`src/rtl/exmem_arbiter.sv`:
```
// Round-robin arbiter sharing the single-port exmem BRAM between the Wishbone slave and engine M1.
// Define EXMEM_WB_PRIORITY_EN to make WB win every tie (fixed priority) instead of round-robin.
module exmem_arbiter #(
  parameter int unsigned ADDR_W = 10,
  parameter int unsigned DELAYS = 10
) (
  input  logic              wb_clk_i,
  input  logic              wb_rst_n,
  input  logic              wbs_cyc_i,
  input  logic              wbs_stb_i,
  input  logic              wbs_we_i,
  input  logic [3:0]        wbs_sel_i,
  input  logic [31:0]       wbs_adr_i,
  input  logic [31:0]       wbs_dat_i,
  input  logic              wb_valid,
  output logic              wbs_ack_o,
  output logic [31:0]       wbs_dat_o,
  input  logic              m1_req_i,
  input  logic              m1_we_i,
  input  logic [3:0]        m1_sel_i,
  input  logic [ADDR_W-1:0] m1_adr_i,
  input  logic [31:0]       m1_dat_i,
  output logic              m1_gnt_o,
  output logic              m1_ack_o,
  output logic [31:0]       m1_dat_o,
  output logic              bram_en_o,
  output logic [3:0]        bram_we_o,
  output logic [ADDR_W-1:0] bram_adr_o,
  output logic [31:0]       bram_di_o,
  input  logic [31:0]       bram_do_i
);

  typedef enum logic [1:0] {StIdle, StBusy, StAck} state_e;

  localparam logic [7:0] LastCnt = 8'(DELAYS - 1);

  state_e              state_q, state_d;
  logic [7:0]          cnt_q, cnt_d;
  logic                owner_q, owner_d;  // 1: M1 owns the access, 0: WB
  logic                we_q, we_d;
  logic [3:0]          sel_q, sel_d;
  logic [ADDR_W-1:0]   adr_q, adr_d;
  logic [31:0]         wdata_q, wdata_d;
  logic [31:0]         rdata_q, rdata_d;
  logic                abort_q, abort_d;
  logic [31:0]         wb_dat_q, wb_dat_d;
  logic [31:0]         m1_dat_q, m1_dat_d;

  logic                wb_req;
  logic                pick_m1;
  logic [31:0]         ack_data;
  logic                unused_adr;

  assign unused_adr = ^{wbs_adr_i[31:ADDR_W+2], wbs_adr_i[1:0]};
  assign wb_req     = wbs_cyc_i & wbs_stb_i & wb_valid;

`ifdef EXMEM_WB_PRIORITY_EN
  assign pick_m1 = m1_req_i & ~wb_req;
`else
  logic last_m1_q, last_m1_d;

  // On a tie, grant whoever was not served last; resets to M1 so WB takes the first tie.
  assign pick_m1   = m1_req_i & (~wb_req | ~last_m1_q);
  assign last_m1_d = (state_q == StAck) ? owner_q : last_m1_q;

  always_ff @(posedge wb_clk_i or negedge wb_rst_n) begin
    if (!wb_rst_n) begin
      last_m1_q <= 1'b1;
    end else begin
      last_m1_q <= last_m1_d;
    end
  end
`endif

  always_comb begin
    state_d  = state_q;
    cnt_d    = cnt_q;
    owner_d  = owner_q;
    we_d     = we_q;
    sel_d    = sel_q;
    adr_d    = adr_q;
    wdata_d  = wdata_q;
    rdata_d  = rdata_q;
    abort_d  = abort_q;
    wb_dat_d = wb_dat_q;
    m1_dat_d = m1_dat_q;
    unique case (state_q)
      StIdle: begin
        if (wb_req || m1_req_i) begin
          state_d = StBusy;
          cnt_d   = '0;
          owner_d = pick_m1;
          abort_d = 1'b0;
          if (pick_m1) begin
            we_d    = m1_we_i;
            sel_d   = m1_sel_i;
            adr_d   = m1_adr_i;
            wdata_d = m1_dat_i;
          end else begin
            we_d    = wbs_we_i;
            sel_d   = wbs_sel_i;
            adr_d   = wbs_adr_i[ADDR_W+1:2];
            wdata_d = wbs_dat_i;
          end
        end
      end
      StBusy: begin
        cnt_d = cnt_q + 8'd1;
        if (cnt_q == 8'd1) begin
          rdata_d = bram_do_i;
        end
        // A WB master that drops cyc mid-access still lets the BRAM access finish, but gets no ack.
        if (!owner_q && !wbs_cyc_i) begin
          abort_d = 1'b1;
        end
        if (cnt_q == LastCnt) begin
          state_d = StAck;
        end
      end
      StAck: begin
        state_d = StIdle;
        cnt_d   = '0;
        if (wbs_ack_o) begin
          wb_dat_d = ack_data;
        end
        if (m1_ack_o) begin
          m1_dat_d = ack_data;
        end
      end
      default: state_d = StIdle;
    endcase
  end

  always_ff @(posedge wb_clk_i or negedge wb_rst_n) begin
    if (!wb_rst_n) begin
      state_q  <= StIdle;
      cnt_q    <= '0;
      owner_q  <= 1'b0;
      we_q     <= 1'b0;
      sel_q    <= '0;
      adr_q    <= '0;
      wdata_q  <= '0;
      rdata_q  <= '0;
      abort_q  <= 1'b0;
      wb_dat_q <= '0;
      m1_dat_q <= '0;
    end else begin
      state_q  <= state_d;
      cnt_q    <= cnt_d;
      owner_q  <= owner_d;
      we_q     <= we_d;
      sel_q    <= sel_d;
      adr_q    <= adr_d;
      wdata_q  <= wdata_d;
      rdata_q  <= rdata_d;
      abort_q  <= abort_d;
      wb_dat_q <= wb_dat_d;
      m1_dat_q <= m1_dat_d;
    end
  end

  assign ack_data   = we_q ? 32'd0 : rdata_q;
  assign wbs_ack_o  = (state_q == StAck) & ~owner_q & ~abort_q;
  assign m1_ack_o   = (state_q == StAck) & owner_q;
  assign wbs_dat_o  = wbs_ack_o ? ack_data : wb_dat_q;
  assign m1_dat_o   = m1_ack_o ? ack_data : m1_dat_q;

  assign bram_en_o  = (state_q == StBusy) && (cnt_q == 8'd0);
  assign bram_we_o  = (bram_en_o && we_q) ? sel_q : 4'd0;
  assign bram_adr_o = bram_en_o ? adr_q : '0;
  assign bram_di_o  = bram_en_o ? wdata_q : 32'd0;
  assign m1_gnt_o   = bram_en_o & owner_q;

endmodule

```
`config.mk`:
```
export PLATFORM = sky130hd
export DESIGN_NAME = exmem_arbiter
export DESIGN_NICKNAME = d
export VERILOG_FILES = /design/src/rtl/exmem_arbiter.sv
export SDC_FILE = /design/constraint.sdc
export NUM_CORES = 1
export LEC_CHECK = 0
export BUFFER_PORTS_ARGS = -buffer_cell sky130_fd_sc_hd__buf_2
export CORE_ASPECT_RATIO = 1.5
export CORE_UTILIZATION = 30
export DETAILED_ROUTE_END_ITERATION = 16
export HOLD_SLACK_MARGIN = 0.1
export PLACE_DENSITY = 0.57
export SKIP_CTS_REPAIR_TIMING = 1
export SKIP_LAST_GASP = 1
export SLEW_MARGIN = 20
export SYNTH_ARGS = -nofsm -noshare
export SYNTH_HDL_FRONTEND = slang
export SYNTH_SLANG_ARGS = --single-unit
```
`constraint.sdc`:
```
create_clock -name wb_clk_i -period 2.15 [get_ports wb_clk_i]
set_input_delay 0.1075 -clock wb_clk_i [delete_from_list [all_inputs] [get_ports wb_clk_i]]
set_output_delay 0.1075 -clock wb_clk_i [all_outputs]
set_load 0.02 [all_outputs]
```
After elaboration in Yosys (flattened, before gate mapping)
Index checks and enable logic that the tools add are counted.
- bitwise logic cells: 12
- eq/ne operators: 7
- reductions and logical operators: 15
- muxes and demuxes: 18
- add/sub/neg operators: 1
- operators by type and width (cell ; count):
    $mux 32 ; 5
    $pmux 8 s3 ; 1
    $mux 10 ; 2
    $add 8x1->8 const B ; 1
    $eq 8x1->1 const B ; 1
    $eq 8x4->1 const B ; 1
    $logic_not 8->1 ; 1
    $mux 4 ; 2
    $mux 8 ; 1
    $reduce_and 2->1 ; 4
    $and 1x1->1 ; 7
    $ne 2x2->1 const B ; 3
    $mux 2 ; 2
    $not 1->1 ; 4
    $pmux 2 s2 ; 1
    $logic_and 1x1->1 ; 3
    $mux 1 ; 3
    $reduce_and 3->1 ; 1
    $reduce_bool 3->1 ; 1
    $eq 2x1->1 const B ; 1
    $eq 2x2->1 const B ; 1
    $logic_not 1->1 ; 2
    $logic_not 2->1 ; 1
    $pmux 1 s2 ; 1
    3 further kinds ; 3
- register bits after elaboration: 156
- input bits: 154
- word-level logic and storage cells: 65

Logic depth before layout (Yosys ltp)
- word-level depth: 6
- mapped depth: 8
- gate-level depth less buffers: 6

Least setup slack after synthesis
Ideal clock, no wire load.
- path type: flip-flop to flip-flop
- start point: reg cnt_q[5]
- end point: reg rdata_q[0]
- buffers on the path: 1
- path slack: 0.235 ns
- cell stages (with the launch flop): 6
- data arrival time: 1.790 ns
- required time: 2.025 ns
- setup time: 0.125 ns
- cell sequence: dfrtp_1 -> or3_4 -> nor4_4 -> nand2_4 -> buf_6 -> mux2_4
- cells in the longest elaborated chain, start to end: 2
- RTL lines (element ; line ; RTL):
    start: declaration ; 38 ; logic [7:0] cnt_q, cnt_d;
    start signal: assignment ; 149 ; cnt_q <= cnt_d;
    $eq 8x1->1 ; 109 ; if (cnt_q == 8'd1) begin
    $reduce_and 2->1 (no line) ; n/a ;
    end signal: assignment ; 155 ; rdata_q <= rdata_d;
    end: declaration ; 44 ; logic [31:0] rdata_q, rdata_d;
Every way passes these cells.
A chain may end at the register's enable or synchronous reset.

Final worst setup path
- start point: reg cnt_q[2]
- end point: out bram_di_o[2]
- cells in the longest elaborated chain, start to end: 3
- RTL lines (element ; line ; RTL):
    $logic_not 8->1 ; 168 ; assign bram_en_o = (state_q == StBusy) && (cnt_q == 8'd0);
    $logic_and 1x1->1 ; 168 ;
    $mux 32 ; 171 ; assign bram_di_o = bram_en_o ? wdata_q : 32'd0;
    end: declaration ; 29 ; output logic [31:0] bram_di_o,
Every way passes these cells.

==> flow_summary.toml <==
[clocking]
clockRootBuffer = "clkbuf_16"
worstSkewPairLatency_ns = 0.43
cts_buffers = 17
tritoncts = "done"
clkTransAtPathRegs_ns = 0.07
cts.sinks = 156
cts_max_path_buffers = 2
htree_levels = 4

[global_route]
grt_usage = 0.1543
grt_antenna_before_repair = 1
grt_pass1_wl_um = 29870
grt-ovfl-total = 0
grt_pass1_vias = 5868
grt_max_degree = 97

[detailed_routing]
dr.pass1.iters = 5
wl_um = 23130
drc = 0
ant_nets = 0
vias = 6714
wl_per_cell_um = 16.16
first_iter_violations = 269
post_drt_via_cell_ratio = 4.692

[finish]
final.fill_count = 2255
syn2layout_area_growth_pct = 53.15
antenna_cells = 0
drive_gt1_frac = 0.3210
fin_nets = 1260
post-route-util = 0.4716
multi_input_area_um2 = 3248
seqCellArea_um2 = 3905

[synthesis]
synth-seq-cells = 156
syn-num-nets = 888
syn-instance-count = 728
synth_warnings = 0
synth_cell_types = 35
mappedNetlistArea_um2 = 7338
ys_seq_area_frac = 0.5321
avgSynthCellArea_um2 = 10.08

[status]
outcome = "finished with violations"
violations = "setup timing"

[worst_hold_path]
hold_path_class = "input port to register"
hold_path_startpoint = "wbs_cyc_i"
min_to = "abort_q"
holdPathStages = 4

[critical_path]
cp-end-kind = "output pin"
r2r-end = "we_q"
cp_cell_sequence = "or3_4 -> nor4_4 -> buf_6 -> clkbuf_16 -> and3_1 -> buf_4"
critPathRequiredTime_ns = 2.04
critical_path_class = "register to output pin"
reg2reg_from = "last_m1_q"
slowest_stage = "dfrtp_1"
slowest_delay_ns = 0.40
start_kind = "register"
critPathMaxFanout = 11
crit_path_start = "cnt_q[2]"
arrival_ns = 2.15
ff2ff_setup_slack_ns = 0.12
r2r_cells = 5

[power_and_ir_drop]
power_frac_comb = 0.086
ir_worst_vdd_uv = 556.2
switching_share = 0.2228
cellLeakagePower_nw = 5.892
p_int_w = 0.005130
powerDensity_nw_per_um2 = 587.4
pwr-share-clk = 0.462
seqPwrFrac = 0.452
p_sw_w = 0.001471

[placement]
dp_hpwl_um = 13000
dp_slack_ns = 0.1858
place_congestion = 0.7408
numPortBuffers = 245

[floorplan]
dieWidth_um = 129.7
chipHeight_um = 193.6
core_um2 = 23830
start_util = 0.3080
die_area_um2 = 25100
rows = 69
ioPinCount = 268

[job]
cap_violations = 0

[timing]
tightestPinTransition_ns = 0.5941
finalHoldViolCount = 0
layout_setup_ws_ns = -0.1108
slew_violations = 0
layout_min_cycle_time_ns = 2.261
fin_setup_tns_ns = -2.026
slew-limit-headroom = 0.6040
max_freq_mhz = 442.3
rsz0062_at_grt = "true"
min_period_over_period = 1.052
skew_ns = 0.01066
setup_viol = 26
## kinds of logic after synthesis
| family | share of synthesized area |
|---|---|
| mux | 0.1299 |
| simple gates | 0.1516 |
| buf+inv | 0.03359 |
| fa+ha+maj | 0.01023 |
| flops | 0.5321 |
| compound gates | 0.1425 |
## power groups by stage
stage | Clock, W | Sequential [W] | Combinational, W
6_report | 0.00305 | 0.00298 | 0.000570
5_1_grt | 0.00325 | 0.00298 | 0.000623
4_1_cts | 0.00313 | 0.00298 | 0.000375
3_5_place_dp | 0 | 0.00304 | 0.000375
3_3_place_gp | 0 | 0.00304 | 0.000371
2_1_floorplan | 0 | 0.00303 | 0.000143
## worst max path at each step
stage | end | slack (ns)
after global routing | bram_di_o[2] | -0.20
after global placement | bram_di_o[27] | 0.20
after CTS | bram_we_o[3] | -0.29
after detailed placement | rdata_q[4] | 0.19
final | bram_di_o[2] | -0.11
after floorplan | rdata_q[0] | 0.24
## layer usage
| metal | GRT usage | vias up | wire length [um] |
|---|---|---|---|
| met5 | 0 | - | 16 |
| met4 | 0.05512 | 2 | 444 |
| met3 | 0.03512 | 34 | 1199 |
| met2 | 0.2725 | 222 | 11980 |
| met1 | 0.1791 | 3178 | 9484 |
| li1 | - | 3278 | - |
## state kept, by name (all words and copies together), names as in the netlist, 2 cells and up
| register | count |
|---|---|
| cnt_q | 8 |
| state_q | 2 |
| adr_q | 10 |
| wb_dat_q | 32 |
| wdata_q | 32 |
| m1_dat_q | 32 |
| sel_q | 4 |
| rdata_q | 32 |
## stage by stage
step / instances / cell area [um2] / hold WS, ns / total power [W]
finish: 1431 / 11240 / 0.08613 / 0.006601
global route: 1431 / 11240 / 0.1119 / 0.006861
CTS: 1291 / 9609 / -0.3282 / 0.006489
detailed placement: 1260 / 9027 / 0.1364 / 0.003412
global placement: 1260 / 9027 / 0.1371 / 0.003408
floorplan: 728 / 7338 / -0.1881 / 0.003176
## critical path, delay by kind of cell (launching register included)
family	cells	cell delay, ns
AND/OR/NAND/NOR	3	0.81
buffers and inverters	3	0.51
flip-flops	1	0.40
## cell usage in the layout, fill, tap and decap left out, types with 2 or more instances in the layout
cell | synthesis | final
buf_2 | 5 | 215
o21ai_0 | 185 | 178
dfrtp_1 | 155 | 155
dlygate4sd3_1 | 0 | 128
nand2_1 | 126 | 122
mux2i_1 | 48 | 48
and3_1 | 44 | 43
buf_4 | 0 | 38
nand2b_1 | 34 | 33
mux2_4 | 30 | 30
clkbuf_16 | 0 | 22
buf_12 | 0 | 10
o21ai_1 | 0 | 6
buf_6 | 3 | 6
inv_1 | 7 | 5
nor2_1 | 5 | 5
and2_4 | 0 | 4
nand3_1 | 4 | 4
ha_1 | 6 | 4
nand2_4 | 1 | 3
a21oi_1 | 3 | 3
clkinv_2 | 0 | 3
bufinv_16 | 0 | 3
clkinvlp_4 | 0 | 3
clkbuf_1 | 43 | 3
inv_2 | 0 | 2
and2_1 | 6 | 2
a31oi_1 | 2 | 2
or3_1 | 2 | 2
a31o_2 | 2 | 2
o31ai_1 | 2 | 2
nand2_2 | 0 | 2
mux2_2 | 2 | 2
## cells in the mapped netlist (all sizes together)
library cell  count  area share
inv               7      0.0036
a21oi             3      0.0020
mux2i            48       0.065
nand3             4      0.0027
dfstp             1      0.0036
and3             44       0.038
a2bb2oi           1      0.0012
clkbuf           43       0.022
o41ai             1      0.0012
o211ai            1      0.0010
nand4             1     0.00085
mux2             32       0.064
a31oi             2      0.0017
o31ai             2      0.0020
o311ai            1      0.0012
nand2           127       0.066
nor2b             1     0.00085
or3               3      0.0032
and2              6      0.0051
a31o              2      0.0024
ha                6       0.010
nand2b           34       0.029
buf               8      0.0080
nor2              5      0.0026
dfrtp           155        0.53
a32o              1      0.0014
nor4              2      0.0038
o21a              1      0.0010
o31a              1      0.0012
o21ai           185        0.13
## area by class of cell
class | count | share of cell area
inverter | 7 | 0.002338
sequential | 156 | 0.3475
clock inverter | 11 | 0.01291
tap | 319 | 0.03552
clock buffer | 20 | 0.03886
multi-input combinational | 514 | 0.2890
timing repair buffer | 404 | 0.2739
(Power assumes the default switching activity.)
